[src/rtl/gpio_debounce_pkg.sv]
// Shared constants for the GPIO debouncer: CSR word offsets and per-pin counter width.
// Imported by the RTL and by the testbench so both agree on the register map.
package gpio_debounce_pkg;
    localparam int CNT_W = 4;

    typedef logic [CNT_W-1:0] count_t;

    localparam logic [2:0] OFF_SYNC  = 3'd0;
    localparam logic [2:0] OFF_CLEAN = 3'd1;
    localparam logic [2:0] OFF_DIV   = 3'd2;
    localparam logic [2:0] OFF_THR   = 3'd3;
    localparam logic [2:0] OFF_EVENT = 3'd4;
    localparam logic [2:0] OFF_IRQEN = 3'd5;
endpackage

[src/rtl/gpio_debounce_cell.sv]
// One debounced pin: two-flop synchronizer, stable-tick counter and clean level.
// evt_set pulses in the cycle the clean level is about to change.
module gpio_debounce_cell
    import gpio_debounce_pkg::*;
(
    input  logic   clk,
    input  logic   srst,
    input  logic   raw,
    input  logic   tick,
    input  count_t thr,
    input  logic   clr,
    output logic   sync,
    output logic   clean,
    output logic   evt_set
);
    logic           meta_reg;
    logic           sync_reg;
    logic           clean_reg;
    count_t         count_reg;
    logic           clean_next;
    count_t         count_next;
    logic [CNT_W:0] count_inc;

    assign count_inc = {1'b0, count_reg} + 5'd1;
    assign sync      = sync_reg;
    assign clean     = clean_reg;

    always_comb begin
        clean_next = clean_reg;
        count_next = count_reg;
        evt_set    = 1'b0;
        if (thr == '0) begin
            // Bypass: follow the synchronized level every cycle.
            count_next = '0;
            clean_next = sync_reg;
            evt_set    = sync_reg != clean_reg;
        end else if (clr) begin
            count_next = '0;
        end else if (tick) begin
            if (sync_reg == clean_reg) begin
                count_next = '0;
            end else if (count_inc == {1'b0, thr}) begin
                clean_next = sync_reg;
                count_next = '0;
                evt_set    = 1'b1;
            end else if (count_reg != '1) begin
                count_next = count_inc[CNT_W-1:0];
            end
        end
    end

    always_ff @(posedge clk) begin
        if (srst) begin
            meta_reg  <= 1'b0;
            sync_reg  <= 1'b0;
            clean_reg <= 1'b0;
            count_reg <= '0;
        end else begin
            meta_reg  <= raw;
            sync_reg  <= meta_reg;
            clean_reg <= clean_next;
            count_reg <= count_next;
        end
    end
endmodule

[src/rtl/gpio_debounce.sv]
// GPIO debouncer bank: shared prescaler, per-pin debounce cells, event/irq logic
// and a small CSR slave selected by csr_a[13:10].
module gpio_debounce
    import gpio_debounce_pkg::*;
#(
    parameter logic [3:0]  csr_addr    = 4'h0,
    parameter int          ninputs     = 16,
    parameter logic [15:0] default_div = 16'd999,
    parameter logic [3:0]  default_thr = 4'd8
) (
    input  logic               sys_clk,
    input  logic               sys_rst,
    input  logic [ninputs-1:0] pins_raw,
    output logic [ninputs-1:0] pins_clean,
    output logic               irq,
    input  logic [13:0]        csr_a,
    input  logic               csr_we,
    input  logic [31:0]        csr_di,
    output logic [31:0]        csr_do
);
    logic [15:0]        div_reg;
    logic [15:0]        presc_reg;
    count_t             thr_reg;
    logic [ninputs-1:0] sync_bus;
    logic [ninputs-1:0] set_bus;
    logic [ninputs-1:0] event_reg;
    logic [ninputs-1:0] irqen_reg;
    logic [ninputs-1:0] w1c;
    logic               tick;
    logic               sel;
    logic               wr;
    logic               thr_wr;
    logic [31:0]        rd_next;
    logic               unused_bits;

    // Address bits between the bank select and the offset are not decoded.
    assign unused_bits = ^{csr_a[9:3], csr_di};

    assign tick   = presc_reg == 16'd0;
    assign sel    = csr_a[13:10] == csr_addr;
    assign wr     = csr_we && sel;
    assign thr_wr = wr && (csr_a[2:0] == OFF_THR);
    assign w1c    = (wr && (csr_a[2:0] == OFF_EVENT)) ? csr_di[ninputs-1:0] : '0;

    generate
        for (genvar gi = 0; gi < ninputs; gi++) begin : g_pin
            gpio_debounce_cell u_cell (
                .clk     (sys_clk),
                .srst    (sys_rst),
                .raw     (pins_raw[gi]),
                .tick    (tick),
                .thr     (thr_reg),
                .clr     (thr_wr),
                .sync    (sync_bus[gi]),
                .clean   (pins_clean[gi]),
                .evt_set (set_bus[gi])
            );
        end
    endgenerate

    always_comb begin
        rd_next = '0;
        if (sel) begin
            case (csr_a[2:0])
                OFF_SYNC:  rd_next[ninputs-1:0] = sync_bus;
                OFF_CLEAN: rd_next[ninputs-1:0] = pins_clean;
                OFF_DIV:   rd_next[15:0]        = div_reg;
                OFF_THR:   rd_next[CNT_W-1:0]   = thr_reg;
                OFF_EVENT: rd_next[ninputs-1:0] = event_reg;
                OFF_IRQEN: rd_next[ninputs-1:0] = irqen_reg;
                default:   rd_next = '0;
            endcase
        end
    end

    always_ff @(posedge sys_clk) begin
        if (sys_rst) begin
            div_reg   <= default_div;
            presc_reg <= default_div;
            thr_reg   <= default_thr;
            event_reg <= '0;
            irqen_reg <= '0;
            irq       <= 1'b0;
            csr_do    <= '0;
        end else begin
            // A div write restarts the prescaler from the new value at once.
            if (wr && (csr_a[2:0] == OFF_DIV)) begin
                div_reg   <= csr_di[15:0];
                presc_reg <= csr_di[15:0];
            end else if (tick) begin
                presc_reg <= div_reg;
            end else begin
                presc_reg <= presc_reg - 16'd1;
            end
            if (thr_wr) begin
                thr_reg <= csr_di[CNT_W-1:0];
            end
            if (wr && (csr_a[2:0] == OFF_IRQEN)) begin
                irqen_reg <= csr_di[ninputs-1:0];
            end
            // New events win over a simultaneous clear.
            event_reg <= (event_reg & ~w1c) | set_bus;
            irq       <= |(event_reg & irqen_reg);
            csr_do    <= rd_next;
        end
    end
endmodule

[config.mk]
export PLATFORM = sky130hd
export DESIGN_NAME = gpio_debounce
export DESIGN_NICKNAME = d
export VERILOG_FILES = /design/src/rtl/gpio_debounce_pkg.sv /design/src/rtl/gpio_debounce_cell.sv /design/src/rtl/gpio_debounce.sv
export SDC_FILE = /design/constraint.sdc
export NUM_CORES = 1
export LEC_CHECK = 0
export BUFFER_PORTS_ARGS = -buffer_cell sky130_fd_sc_hd__buf_2
export CAP_MARGIN = 20
export CORE_MARGIN = 2
export CORE_UTILIZATION = 45
export CTS_BUF_LIST = sky130_fd_sc_hd__clkbuf_16
export DETAILED_ROUTE_END_ITERATION = 8
export GPL_ROUTABILITY_DRIVEN = 0
export PLACE_DENSITY_LB_ADDON = 0.12
export SETUP_SLACK_MARGIN = 0.15
export SLEW_MARGIN = 10
export SYNTH_ARGS = -nofsm -noshare
export SYNTH_HDL_FRONTEND = slang
export SYNTH_SLANG_ARGS = --single-unit
[constraint.sdc]
create_clock -name sys_clk -period 2.75 [get_ports sys_clk]
set_clock_uncertainty 0.05 [all_clocks]
set_input_delay 0.55 -clock sys_clk [delete_from_list [all_inputs] [get_ports sys_clk]]
set_output_delay 0.55 -clock sys_clk [all_outputs]
set_load 0.1 [all_outputs]
== Word-level counts from Yosys, hierarchy flattened ==
Index checks and enable logic that the tools add are counted.
Cells by class
  $add $sub $neg: 17
  reduce and logical (&&, ||, !) cells: 77
  muxes and demuxes: 213
  bitwise logic cells: 5
  equality and inequality tests: 86
Operator list (count)
  $mux 4: 48
  $mux 1: 160
  $add 4x1->5 const B: 16
  $eq 5x4->1: 16
  $ne 4x4->1 const B: 16
  $reduce_and 4->1: 16
  $pmux 12 s5: 1
  $mux 16: 3
  $reduce_bool 3->1: 16
  $reduce_bool 2->1: 17
  $and 16x16->16: 2
  $ne 2x2->1 const B: 16
  $reduce_and 2->1: 16
  $pmux 4 s6: 1
  $eq 1x1->1: 16
  $logic_not 16->1: 1
  $ne 1x1->1: 16
  $not 16->16: 1
  $or 16x16->16: 1
  $reduce_or 16->1: 1
  $sub 16x1->16 const B: 1
  $logic_not 4->1: 2
  $eq 3x2->1 const B: 2
  $eq 3x3->1 const B: 2
  7 further kinds: 11
Word-level totals
  bits of input ports: 65
  flip-flop bits (word level): 213
  word-level logic and storage cells: 470
  output and inout port bits: 49

== Depth between registers and ports, before layout ==
Gate-level depths: netlist of the first run.
  depth in word-level cells: 8
  mapped depth: 9
  gate-level depth less buffers: 7

== Modules after synthesis ==
A second synthesis of the first run with hierarchy kept.
Second synthesis, totals
  cell total of the unflattened synthesis: 1236
  area, all modules: 11771.3 µm²
By module, submodules not included
  gpio_debounce_cell: times used 16, cells each 49, seq. area each 140.1 µm², area an instance 476.7 µm²
  gpio_debounce: times used 1, cells each 452, seq. area each 1701.6 µm², area an instance 4144.0 µm²

== Least setup slack after synthesis of the first run ==
Ideal clock, no wire load.
  kind: register to register
  start point: register presc_reg[0]
  end point: register g_pin[4].u_cell.count_reg[3]
  stages on the path, launching flop included: 8
  data required time: 2.584 ns
  period minus slack after synthesis: 2.409 ns
  slack: 0.341 ns
  arrival time: 2.242 ns
  path buffers: 0
  setup time: 0.116 ns
  cell sequence: dfxtp_1 > inv_1 > ha_1 > or3b_2 > or4_4 > or3_4 > a31o_2 > o211a_1
Between the ends
  longest elaborated chain between the ends: 2
Ends and longest elaborated chain
  from (decl): RTL line gpio_debounce.sv:22  | logic [15:0] presc_reg;
  from (signal assigned): RTL line gpio_debounce.sv:79  | presc_reg <= default_div;
  from (signal assigned): RTL line gpio_debounce.sv:89  | presc_reg <= csr_di[15:0];
  from (signal assigned): RTL line gpio_debounce.sv:91  | presc_reg <= div_reg;
  $logic_not 16->1: RTL line gpio_debounce.sv:39  | assign tick = presc_reg == 16'd0;
  $reduce_and 2->1 (no line)
  to (signal assigned): RTL line gpio_debounce_cell.sv:62  | count_reg <= count_next;
  to (decl): RTL line gpio_debounce_cell.sv:19  | count_t count_reg;
No other way between the ends.
A chain may end at the register's enable or synchronous reset.

== Final worst setup path of the first run ==
  start point: register presc_reg[0]
  end point: register g_pin[6].u_cell.count_reg[0]
Between the ends
  longest elaborated chain between the ends: 2
Ends and longest elaborated chain (RTL line)
  $logic_not 16->1: gpio_debounce.sv:39
  $reduce_and 2->1 (no line)
  to (signal assigned): gpio_debounce_cell.sv:62
  to (decl): gpio_debounce_cell.sv:19
No other way between the ends.

==> summary.txt, run 1 <==
STA
  • Achievable Freq: 400 MHz
  • Final number of max-transition violations: 0
  • Fin. Hold Viols: 0
  • Final Critical Period: 2500 ps
  • Actual slew at the worst max-slew pin: approximately 760 ps
  • RSZ-0062 raised after global routing: no
  • Max transition margin: 0.496
  • Final number of setup-violating endpoints: 0
  • Setup TNS: 0 ps
  • Final worst-path cycle share: 0.909

Logic synthesis
  • Avg Cell Area, Syn: roughly 8.5 um2
  • Flop and latch count out of synthesis: a little under 200
  • Predominant post-synthesis flop cell: sky130_fd_sc_hd__dfxtp_1
  • Number of flops mapped to enable cells by yosys: 0
  • Cell count after synthesis: between 1,000 and 1,500
  • Sequential fraction of the synthesis area: 0.365
  • Synth cell types: slightly below 70
  • Post-Synthesis Cell Area: roughly 0.011 mm2
  • Yosys warning count: 0
  • Fraction of registers with async set or reset after synthesis: 0

Place
  • Port buffer count: 74
  • Cell area reported after detailed placement: between 0.01 and 0.015 mm2
  • HPWL Detailed: between 20,000 and 25,000 um

Setup path
  • R2R Path End: g_pin[6].u_cell.count_reg[0]$_SDFFE_PP0P_
  • Number of cells on the worst reg-to-reg path: 8
  • Number of buffer and inverter instances along the worst setup path: 2
  • Cell type of the slowest stage on the worst timing path: sky130_fd_sc_hd__or3b_2
  • Max stage delay on crit path: between 500 and 600 ps
  • Critical-path maximum fanout: 27
  • Register-to-register setup slack: between 200 and 300 ps
  • Critical Path AT: between 2000 and 3000 ps
  • Element type at the critical path end: register
  • Startpoint class of the critical path: register
  • Critical path start-end classification: reg -> reg
  • Cell class contributing the biggest share of worst-path delay: simple AND/OR/NAND/NOR gates
  • FF-to-FF Start: presc_reg[0]$_SDFF_PP1_
  • Required time at the worst-slack endpoint: between 3000 and 4000 ps
  • Critical path, cell by cell: inv_1 -> ha_1 -> or3b_2 -> nor4_4 -> buf_12 -> nand3_2 -> or4b_1 -> a21oi_1

Clock network
  • Root Buffer Master: sky130_fd_sc_hd__clkbuf_16
  • Reg clk slew, reported paths: roughly 80 ps
  • Skew-Pair Late Insertion Delay: 450 ps
  • Number of clock sinks: a little under 200
  • CTS buffer count: 17
  • Deepest clock path buffer count: 2
  • CTS H-tree depth: 4
  • Clock tree from TritonCTS: built

GRT
  • Initial antenna violation count: 0
  • Global-route total usage across every layer: 0.243
  • Maximum number of pins on one net before global-route repair: 34
  • Number of global-route vias before repair: around 8,600
  • Global-route wire length before repair: about 49,000 um
  • Final global-route overflow total: 0

Layout
  • Post-route standard cell area excluding fillers: 0.0122 mm2
  • Flip-flop count of the largest register, all copies and words added: between 60 and 70
  • Area growth from synthesis to layout: 13.4%
  • Share of post-route cells with drive strength above 1: 0.163
  • Final Net Count: roughly 1,400
  • Number of diodes: 0
  • Filler Cell Count: 2,263

Detailed routing
  • Wire per inst: ~19 um
  • Antenna Violating Nets Remaining: 0
  • Post-detailed-route via-to-cell ratio: between 5 and 6
  • Pre-Repair DR Iteration Count: 8
  • Routed WL: 31,200 um
  • Via count: 9,629
  • Remaining routing DRC violations: 0
  • Number of violations reported at the end of detailed-routing iteration 0: around 660

Worst hold path
  • Worst hold path endpoint: g_pin[0].u_cell.meta_reg$_SDFF_PP0_
  • Type of the tightest min-delay check: in -> reg
  • WHS Path Cells: 2
  • Min-Delay Startpoint: pins_raw[0]

Die
  • FP Rows: 56
  • Horiz. Die Dim: 159 um
  • Total I/O pin count: roughly 110
  • Effective utilization at floorplan: 0.459
  • Die height: 159 um
  • Die Area: between 0.02 and 0.03 mm2
  • Core Footprint: about 0.024 mm2

Job
  • Max-Cap Viols: 0

Power
  • Design Power: 6060 uW
  • Leakage power figure: approximately 0.0047 uW
  • IR Drop Worst-Case VDD: roughly 430 uV
  • Power density cells: about 500 mW/mm2

Outcome
  • Result of the run: finished, final reports clean
what timing repair did:
action                                  CTS  global route
resized for setup                         0             1
hold buffers                              0             0
endpoints found under the setup margin    0             5
buffers inserted                          0             1
stage by stage:
| stage | utilization | instances | worst slack (ps) | hold slack [ps] |
|---|---|---|---|---|
| 2_1_floorplan | - | 1293 | 341 | 364 |
| 3_3_place_gp | 0.494 | 1645 | 274 | 366 |
| 3_5_place_dp | 0.494 | 1645 | 265 | 374 |
| 4_1_cts | 0.520 | 1676 | 214 | 246 |
| 5_1_grt | 0.520 | 1677 | 155 | 257 |
| 6_report | 0.520 | 1677 | 251 | 260 |
report_power, final:
group          leakage [uW]  internal [uW]  switching [uW]  total, uW
sequential          0.00159           2890            46.7       2940
clock              0.000286           1290            1250       2540
combinational       0.00281            157             424        581
total               0.00469           4340            1720       6060
cell type report:
cell class                      instances  area [um2]  area share
Clock inverter                         14         165      0.0135
Sequential cell                       197        3940       0.322
Timing Repair Buffer                  140         906      0.0740
Clock buffer                           17         425      0.0347
Inverter                                8        30.0     0.00245
Tap cell                              319         399      0.0326
Multi-Input combinational cell        982        6370       0.521
Yosys cell counts, types with 13 or more instances:
cell | n | share of area
sky130_fd_sc_hd__or2_2 | 13 | 0.0075
sky130_fd_sc_hd__and3_1 | 33 | 0.019
sky130_fd_sc_hd__a21oi_1 | 106 | 0.049
sky130_fd_sc_hd__nand4b_1 | 32 | 0.026
sky130_fd_sc_hd__mux2i_1 | 14 | 0.013
sky130_fd_sc_hd__a31oi_1 | 17 | 0.0098
sky130_fd_sc_hd__o21ai_0 | 46 | 0.021
sky130_fd_sc_hd__xnor2_1 | 58 | 0.047
sky130_fd_sc_hd__nand4_1 | 58 | 0.034
sky130_fd_sc_hd__dfxtp_1 | 197 | 0.37
sky130_fd_sc_hd__ha_1 | 18 | 0.021
sky130_fd_sc_hd__nand3_1 | 73 | 0.034
sky130_fd_sc_hd__a22oi_1 | 15 | 0.010
sky130_fd_sc_hd__clkbuf_1 | 58 | 0.020
sky130_fd_sc_hd__nor2b_1 | 49 | 0.028
sky130_fd_sc_hd__nand2_1 | 157 | 0.055
sky130_fd_sc_hd__nor2_1 | 62 | 0.022
sky130_fd_sc_hd__buf_4 | 32 | 0.022
sky130_fd_sc_hd__xor2_1 | 46 | 0.037
sky130_fd_sc_hd__mux4_2 | 13 | 0.027
sky130_fd_sc_hd__nor3_1 | 19 | 0.0088
routing by layer:
metal,track usage,share of wire,vias to the layer above
met2,0.393,0.46,300
met3,0.0368,0.058,42
met5,0,0,-
met1,0.340,0.46,4551
met4,0.0678,0.020,0
li1,-,-,4736
worst max-delay path by stage:
stage,from,endpoint,slack (ps),cells past startpoint
floorplan,presc_reg[0]$_SDFF_PP1_,g_pin[4].u_cell.count_reg[3]$_SDFFE_PP0P_,340,7
global placement,presc_reg[0]$_SDFF_PP1_,g_pin[8].u_cell.clean$_SDFFE_PP0P_,270,10
detailed placement,presc_reg[0]$_SDFF_PP1_,g_pin[8].u_cell.clean$_SDFFE_PP0P_,260,10
CTS,presc_reg[0]$_SDFF_PP1_,event_reg[8]$_SDFF_PP0_,210,10
global route,presc_reg[0]$_SDFF_PP1_,g_pin[6].u_cell.count_reg[0]$_SDFFE_PP0P_,160,8
finish,presc_reg[0]$_SDFF_PP1_,g_pin[6].u_cell.count_reg[0]$_SDFFE_PP0P_,250,8
layout by cell type (no fill, tap or decap), types with 14 or more instances in the layout:
master and count:
sky130_fd_sc_hd__buf_2 73, sky130_fd_sc_hd__nand4b_1 32, sky130_fd_sc_hd__mux2i_1 14, sky130_fd_sc_hd__nand2_1 157, sky130_fd_sc_hd__nor2_1 62, sky130_fd_sc_hd__dfxtp_1 197, sky130_fd_sc_hd__clkbuf_16 17, sky130_fd_sc_hd__nor2b_1 49
sky130_fd_sc_hd__ha_1 18, sky130_fd_sc_hd__o21ai_0 46, sky130_fd_sc_hd__a21oi_1 106, sky130_fd_sc_hd__and3_1 33, sky130_fd_sc_hd__xor2_1 46, sky130_fd_sc_hd__nand4_1 58, sky130_fd_sc_hd__xnor2_1 58, sky130_fd_sc_hd__nand3_1 73
sky130_fd_sc_hd__a31oi_1 17, sky130_fd_sc_hd__a22oi_1 15, sky130_fd_sc_hd__nor3_1 18, sky130_fd_sc_hd__conb_1 16, sky130_fd_sc_hd__buf_4 64
cell families after synthesis:
family	synth area share
AOI/OAI and AO/OA	0.143
xor gates and xnor gates	0.0948
adders and majority gates	0.0209
buffers and inverters	0.0520
DFF	0.365
muxes	0.0443
other	0.000347
and+or+nand+nor	0.279
No activity file was read; power rests on OpenSTA's default activity.
==> run 2, diff against run 1 <==
- ABC_CLOCK_PERIOD_IN_PS: unset -> 2750
- PLACE_DENSITY: unset -> 0.73
- PLACE_DENSITY_LB_ADDON: 0.12 -> unset
- SYNTH_HIERARCHICAL: unset -> 1
==> summary.txt, run 2 <==
Logic synthesis
  • Flop and latch count out of synthesis: 197 (unchanged)
  • Cell taking the most area after synthesis: sky130_fd_sc_hd__dfxtp_1
  • Post-Synthesis Cell Area: 0.0118 mm2 (+9.0%)
  • Predominant post-synthesis flop cell: sky130_fd_sc_hd__dfxtp_1
  • Avg Cell Area, Syn: 9.52 um2 (+13%)
  • Top cells by area, synth: sky130_fd_sc_hd__dfxtp_1 (34%), sky130_fd_sc_hd__o31ai_4 (5.8%), sky130_fd_sc_hd__nor2_1 (3.9%)
  • Fraction of registers with async set or reset after synthesis: 0 (unchanged)
  • Cell count after synthesis: 1,236 (-3.3%)
  • Sequential fraction of the synthesis area: 0.335 (-0.0302)
  • Most frequent cells after synthesis: sky130_fd_sc_hd__dfxtp_1 (197), sky130_fd_sc_hd__nor2_1 (121), sky130_fd_sc_hd__nand3_1 (83)
  • Number of flops mapped to enable cells by yosys: 0 (unchanged)
  • Yosys warning count: 6 (+6)
  • Synth cell types: 71 (+4.4%)
  • Synth top area share: 0.335 (-0.0302)
  • Most frequent cell after synthesis: sky130_fd_sc_hd__dfxtp_1

Die
  • Total I/O pin count: 114 (unchanged)
  • Die Area: 0.0275 mm2 (+8.8%)
  • Effective utilization at floorplan: 0.456 (-0.00311)
  • Core Footprint: 0.0258 mm2 (+9.7%)
  • Horiz. Die Dim: 166 um (+4.3%)
  • FP Rows: 59 (+5.4%)
  • Die height: 166 um (+4.3%)

STA
  • Final worst-path cycle share: 0.919 (+0.0106)
  • Achievable Freq: 396 MHz (-1.2%)
  • Fin. Hold Viols: 0 (unchanged)
  • Setup TNS: 0 ps (unchanged)
  • Max transition margin: 0.475 (-0.0201)
  • Final number of max-transition violations: 0 (unchanged)
  • RSZ-0062 raised after global routing: yes
  • Final number of setup-violating endpoints: 0 (unchanged)
  • Actual slew at the worst max-slew pin: 780 ps (+23.7 ps)
  • Final Critical Period: 2530 ps (+29.2 ps)

Layout
  • Filler Cell Count: 2,342 (+3.5%)
  • Most common cell after layout, fill and taps aside: sky130_fd_sc_hd__dfxtp_1
  • Final Net Count: 1,413 (-1.1%)
  • Share of post-route cells with drive strength above 1: 0.232 (+0.0681)
  • Commonest non-fill, non-tap cells in the layout: sky130_fd_sc_hd__dfxtp_1 (196), sky130_fd_sc_hd__nor2_1 (120), sky130_fd_sc_hd__buf_2 (73)
  • Area growth from synthesis to layout: 14.9%
  • Post-Route Utilization: 0.523 (+0.00340)
  • Flip-flop count of the largest register, all copies and words added: 64 (unchanged)
  • Fin cells: 1,679 (+0.12%)

Detailed routing
  • Wire per inst: 17.6 um (-5.4%)
  • Post-detailed-route via-to-cell ratio: 5.87 (+2.2%)
  • Via count: 9,857 (+2.4%)
  • Antenna Violating Nets Remaining: 0 (unchanged)
  • Routed WL: 29,500 um (-5.3%)
  • Pre-Repair DR Iteration Count: 5 (-3)
  • Number of violations reported at the end of detailed-routing iteration 0: 688 (+3.6%)
  • Remaining routing DRC violations: 0 (unchanged)

Power
  • Part of the power in combinational logic: 0.074 (-0.022)
  • Internal Power: 4430 uW (+1.9%)
  • Portion of total power attributed to sequential cells: 0.498 (+0.013)
  • Clock network fraction of design power: 0.428 (+0.009)
  • Power spent charging and discharging nets: 1400 uW (-18%)
  • Net switching fraction of the power: 0.241 (-0.0426)
  • IR Drop Worst-Case VDD: 303 uV (-29%)
  • Leakage power figure: 0.00544 uW (+16%)
  • Power density cells: 431 mW/mm2 (-13%)

Worst hold path
  • Min-Delay Startpoint: pins_raw[11]
  • Type of the tightest min-delay check: in -> reg

GRT
  • Maximum number of pins on one net before global-route repair: 32 (-5.9%)
  • Global-route wire length before repair: 48,000 um (-1.5%)
  • Global-route total usage across every layer: 0.212 (-0.0318)
  • Initial antenna violation count: 1 (+1)
  • Final global-route overflow total: 0 (unchanged)
  • Number of global-route vias before repair: 9,400 (+8.7%)

Outcome
  • Result of the run: finished, final reports clean

Place
  • HPWL Detailed: 21,000 um (-7.3%)
  • Port buffer count: 74 (unchanged)
  • Number of instances in the placed design: 1,646 (+0.061%)

Clock network
  • Number of clock sinks: 197 (unchanged)
  • Skew-Pair Late Insertion Delay: 440 ps (about the same)
  • CTS buffer count: 17 (unchanged)
  • Clock tree from TritonCTS: built
  • Reg clk slew, reported paths: 70 ps (about the same)
  • Root Buffer Master: sky130_fd_sc_hd__clkbuf_16
  • Post CTS Setup Buffer Count: 0 (unchanged)
  • Deepest clock path buffer count: 2 (unchanged)
  • CTS H-tree depth: 4 (unchanged)

Setup path
  • Required time at the worst-slack endpoint: 3030 ps (-50 ps)
  • Critical path start-end classification: reg -> reg
  • Critical-path maximum fanout: 23 (-15%)
  • Worst setup startpoint: presc_reg[0]$_SDFF_PP1_
  • FF-to-FF Start: presc_reg[0]$_SDFF_PP1_
  • Startpoint class of the critical path: register
  • Element type at the critical path end: register
  • Critical Path AT: 2810 ps (-20 ps)

Job
  • Max-Cap Viols: 0 (unchanged)
==> run 2: cell count changes in the layout (fill, tap and decap cells not counted), sizes merged, moves of 32 or more <==
cell,change
o31ai,+32
a21oi,-69
nand4,-38
nand2b,+42
nand2,-106
nor2,+60
o32ai,+34
==> run 2: worst paths after layout <==
check / endpoint / slack (ps) / cells past startpoint
worst max-delay path: g_pin[14].u_cell/count_reg[2]$_SDFFE_PP0P_ / 220 / 10
worst min-delay path: g_pin[11].u_cell/meta_reg$_SDFF_PP0_ / 270 / 2
worst max register to register: g_pin[14].u_cell/count_reg[2]$_SDFFE_PP0P_ / 220 / 10
worst min register to register: g_pin[5].u_cell/sync$_SDFF_PP0_ / 390 / 1
==> run 2: logic make-up (layout without fill, tap and decap cells) <==
family,Yosys count,count (layout),synth area share
AND/OR/NAND/NOR,496,496,0.239
AO/OA/AOI/OAI,259,259,0.198
flip-flops,197,197,0.335
XOR/XNOR,117,117,0.106
buffers and inverters,91,183,0.0393
multiplexers,57,57,0.0638
adder cells (fa/ha/maj),18,18,0.0191
other,1,17,0.000319
==> run 2: layout make-up <==
class	instances	area, um2	share of cell area
Multi-Input combinational cell	963	7640	0.565
Timing Repair Buffer	127	846	0.0625
Sequential cell	197	3950	0.292
Clock buffer	17	425	0.0315
Tap cell	335	419	0.0310
Clock inverter	15	149	0.0110
Antenna cell	1	2.50	0.000185
Inverter	24	101	0.00749
==> run 2: what timing repair did <==
item | in CTS | in global routing
pin swaps | 1 | 2
hold buffers | 0 | 0
setup endpoints to repair | 44 | 27
gates resized for setup | 13 | 25
==> run 2: worst max-delay path, stage by stage (launching register included) <==
cell	delay [ps]
sky130_fd_sc_hd__dfxtp_1	320
sky130_fd_sc_hd__inv_1	80
sky130_fd_sc_hd__ha_1	150
sky130_fd_sc_hd__or4b_4	460
sky130_fd_sc_hd__or4_4	470
sky130_fd_sc_hd__inv_8	120
sky130_fd_sc_hd__buf_12	160
sky130_fd_sc_hd__o21ai_0	200
sky130_fd_sc_hd__nand3_1	170
sky130_fd_sc_hd__o21ai_2	60
sky130_fd_sc_hd__a21o_1	170
==> run 2: stage by stage <==
stage	cell area (um2)	hold WS, ps	total power, uW	setup WS [ps]
2_1_floorplan	11900	364	3280	-313
3_3_place_gp	12800	367	3390	118
3_5_place_dp	12800	370	3390	29.2
4_1_cts	13400	257	5860	221
5_1_grt	13500	282	6010	98.0
6_report	13500	267	5830	222
==> run 2: layer usage <==
metal / GRT usage / vias up / part of all wire
met1: 0.266 / 4768 / 0.44
met3: 0.0260 / 60 / 0.040
met5: 0 / - / 0
li1: - / 4765 / -
met2: 0.373 / 264 / 0.50
met4: 0.0783 / 0 / 0.026
==> run 2: power by group through the flow <==
stage               sequential, uW  combinational [uW]  clock, uW
finish                        2900                 433       2490
global route                  2900                 463       2640
CTS                           2900                 428       2530
detailed placement            2970                 425          0
global placement              2970                 421          0
floorplan                     2970                 307          0
==> run 3, diff against run 2 <==
- ABC_CLOCK_PERIOD_IN_PS: 2750 -> 2200
- PLACE_DENSITY: 0.73 -> 0.76
- clock period: 2.75 -> 2.2 ns (I/O delays scaled with it)
==> summary.txt, run 3 (synthesis gave the netlist of run 2 again) <==
Outcome
  • Result of the run: finished with violations
  • Violations in the final reports: negative setup slack

Die
  • Die height: 166 um (unchanged)
  • FP Rows: 59 (unchanged)
  • Core Footprint: 0.0258 mm2 (unchanged)
  • Total I/O pin count: 114 (unchanged)
  • Horiz. Die Dim: 166 um (unchanged)
  • Effective utilization at floorplan: 0.456 (unchanged)
  • Die Area: 0.0275 mm2 (unchanged)

Detailed routing
  • Antenna Violating Nets Remaining: 0 (unchanged)
  • Post-detailed-route via-to-cell ratio: 5.99 (+2.1%)
  • Remaining routing DRC violations: 0 (unchanged)
  • Routed WL: 33,300 um (+13%)
  • Wire per inst: 18.8 um (+6.9%)
  • Pre-Repair DR Iteration Count: 5 (unchanged)
  • Number of violations reported at the end of detailed-routing iteration 0: 773 (+12%)
  • Via count: 10,601 (+7.5%)

Place
  • Number of instances in the placed design: 1,715 (+4.2%)
  • Port buffer count: 74 (unchanged)
  • Cell area reported after detailed placement: 0.0134 mm2 (+5.3%)
  • HPWL Detailed: 21,800 um (+3.6%)

Power
  • Leakage power figure: 0.00597 uW (+9.8%)
  • Design Power: 7270 uW (+25%)
  • Internal Power: 5380 uW (+22%)
  • Portion of total power attributed to sequential cells: 0.499 (about the same)
  • IR Drop Worst-Case VDD: 385 uV (+27%)
  • Clock network fraction of design power: 0.417 (-0.011)
  • Part of the power in combinational logic: 0.084 (+0.010)
  • Net switching fraction of the power: 0.261 (+0.0200)
  • Power density cells: 480 mW/mm2 (+11%)
  • Power spent charging and discharging nets: 1900 uW (+35%)

Setup path
  • Startpoint class of the critical path: register
  • Worst setup startpoint: presc_reg[1]$_SDFF_PP1_
  • Critical path depth in cells: 10 (unchanged)
  • Max stage delay on crit path: 490 ps (+20 ps)
  • Cell class contributing the biggest share of worst-path delay: simple AND/OR/NAND/NOR gates
  • Critical-path maximum fanout: 13 (-43%)
  • Element type at the critical path end: register
  • Required time at the worst-slack endpoint: 2550 ps (-480 ps)
  • Critical Path AT: 2850 ps (+40 ps)
  • FF-to-FF Start: presc_reg[1]$_SDFF_PP1_
  • Cell type of the slowest stage on the worst timing path: sky130_fd_sc_hd__or4_4
  • Critical path start-end classification: reg -> reg
  • Critical path, cell by cell: inv_2 -> ha_4 -> or4b_4 -> or4_4 -> clkinv_8 -> buf_12 -> and4_4 -> o31ai_4 -> nor3b_2 -> a21o_1
  • Number of buffer and inverter instances along the worst setup path: 3 (unchanged)
  • Number of cells on the worst reg-to-reg path: 10 (unchanged)

Clock network
  • Root Buffer Master: sky130_fd_sc_hd__clkbuf_16
  • CTS buffer count: 17 (unchanged)
  • Skew-Pair Late Insertion Delay: 450 ps (about the same)
  • CTS H-tree depth: 4 (unchanged)
  • Reg clk slew, reported paths: 80 ps (about the same)
  • Count of hold buffers inserted by post-cts repair: 0 (unchanged)
  • Clock tree from TritonCTS: built
  • Number of clock sinks: 197 (unchanged)
  • Deepest clock path buffer count: 2 (unchanged)

GRT
  • Number of global-route vias before repair: 10,143 (+7.9%)
  • Global-route wire length before repair: 50,800 um (+5.8%)
  • Final global-route overflow total: 0 (unchanged)
  • Maximum number of pins on one net before global-route repair: 39 (+22%)
  • Initial antenna violation count: 0 (-1)
  • Global-route total usage across every layer: 0.223 (+0.0112)

Worst hold path
  • Min-Delay Startpoint: pins_raw[15]
  • Type of the tightest min-delay check: in -> reg
  • WHS Path Cells: 2 (unchanged)

STA
  • RSZ-0062 raised after global routing: yes
  • Final number of max-transition violations: 0 (unchanged)
  • Max transition margin: 0.624 (+0.149)
  • Fin. Hold Viols: 0 (unchanged)
  • Final Critical Period: 2500 ps (-26.8 ps)
  • Actual slew at the worst max-slew pin: 560 ps (-220 ps)
  • Achievable Freq: 400 MHz (+1.1%)
  • Final number of setup-violating endpoints: 111 (+111)
  • Final WS setup: -301 ps (-523 ps)
  • Final worst-path cycle share: 1.14 (+0.218)

Layout
  • Commonest non-fill, non-tap cells in the layout: sky130_fd_sc_hd__dfxtp_1 (194), sky130_fd_sc_hd__nor2_1 (110), sky130_fd_sc_hd__buf_4 (110)
  • Area occupied by registers: 0.00395 mm2 (about the same)
  • Most common cell after layout, fill and taps aside: sky130_fd_sc_hd__dfxtp_1
  • Final Net Count: 1,504 (+6.4%)
  • Multi-input gate area in the final layout: 0.00840 mm2 (+10%)
  • Area growth from synthesis to layout: 28.8%
  • Filler Cell Count: 2,064 (-12%)
  • Post-Route Utilization: 0.587 (+0.0633)
  • Flip-flop count of the largest register, all copies and words added: 64 (unchanged)
  • Share of post-route cells with drive strength above 1: 0.354 (+0.123)
  • Post-route standard cell area excluding fillers: 0.0152 mm2 (+12%)
  • Number of diodes: 0 (-1)
  • Fin cells: 1,769 (+5.4%)

Job
  • Max-Cap Viols: 0 (unchanged)
-- run 3: cell count changes in the layout (fill, tap and decap cells not counted), moves of 9 or more --
cell                      previous run  this run
sky130_fd_sc_hd__buf_4              48       110
sky130_fd_sc_hd__buf_6               0        20
sky130_fd_sc_hd__o21ai_0            19         0
sky130_fd_sc_hd__o32ai_1            22         5
sky130_fd_sc_hd__nand3_4             0        16
sky130_fd_sc_hd__nor3b_1            13         2
sky130_fd_sc_hd__nor3b_2             7        18
sky130_fd_sc_hd__o21ai_2            16        27
sky130_fd_sc_hd__and3_1             19         9
sky130_fd_sc_hd__and3_4              0        10
sky130_fd_sc_hd__nor2_1            120       110
sky130_fd_sc_hd__o32ai_2            13        23
sky130_fd_sc_hd__nand3_2            28        19
-- run 3: cell type report --
cell class                      count  area share
Clock buffer                       17      0.0281
Clock inverter                     15     0.00858
Inverter                           24     0.00702
Multi-Input combinational cell    963       0.554
Sequential cell                   197       0.260
Tap cell                          335      0.0276
Timing Repair Buffer              218       0.114
-- run 3: what timing repair did --
action / 4_1_cts / 5_1_grt
endpoints found under the hold margin: 0 / 0
gates cloned: 0 / 3
gates resized for setup: 103 / 89
endpoints found under the setup margin: 111 / 111
setup buffers: 8 / 11
pin swaps: 9 / 23
-- run 3: stage by stage --
step	setup WS (ps)	TNS, ps	hold slack (ps)
global route	-346	-27460	138
finish	-301	-20850	136
global placement	-282	-17170	370
detailed placement	-356	-21060	370
floorplan	-753	-46490	364
CTS	-289	-18860	137
-- run 3: worst paths after layout --
kind / end / slack (ps)
hold reg to reg: g_pin[2].u_cell/sync$_SDFF_PP0_ / 390
setup / recovery: g_pin[2].u_cell/count_reg[2]$_SDFFE_PP0P_ / -300
setup reg to reg: g_pin[2].u_cell/count_reg[2]$_SDFFE_PP0P_ / -300
hold / removal: g_pin[15].u_cell/meta_reg$_SDFF_PP0_ / 140
-- run 3: power groups by stage --
stage | clock [uW] | sequential [uW] | combinational, uW
final | 3040 | 3630 | 610
after global routing | 3200 | 3630 | 643
after CTS | 3060 | 3630 | 589
after detailed placement | 0 | 3710 | 572
after global placement | 0 | 3710 | 562
after floorplan | 0 | 3710 | 388
-- run 3: metal layers --
metal  global-route usage  up-vias  part of all wire
li1                     -     4941                 -
met1                0.284     5159              0.41
met2                0.376      393              0.50
met3               0.0319      108             0.058
met4               0.0987        0             0.036
met5                    0        -                 0
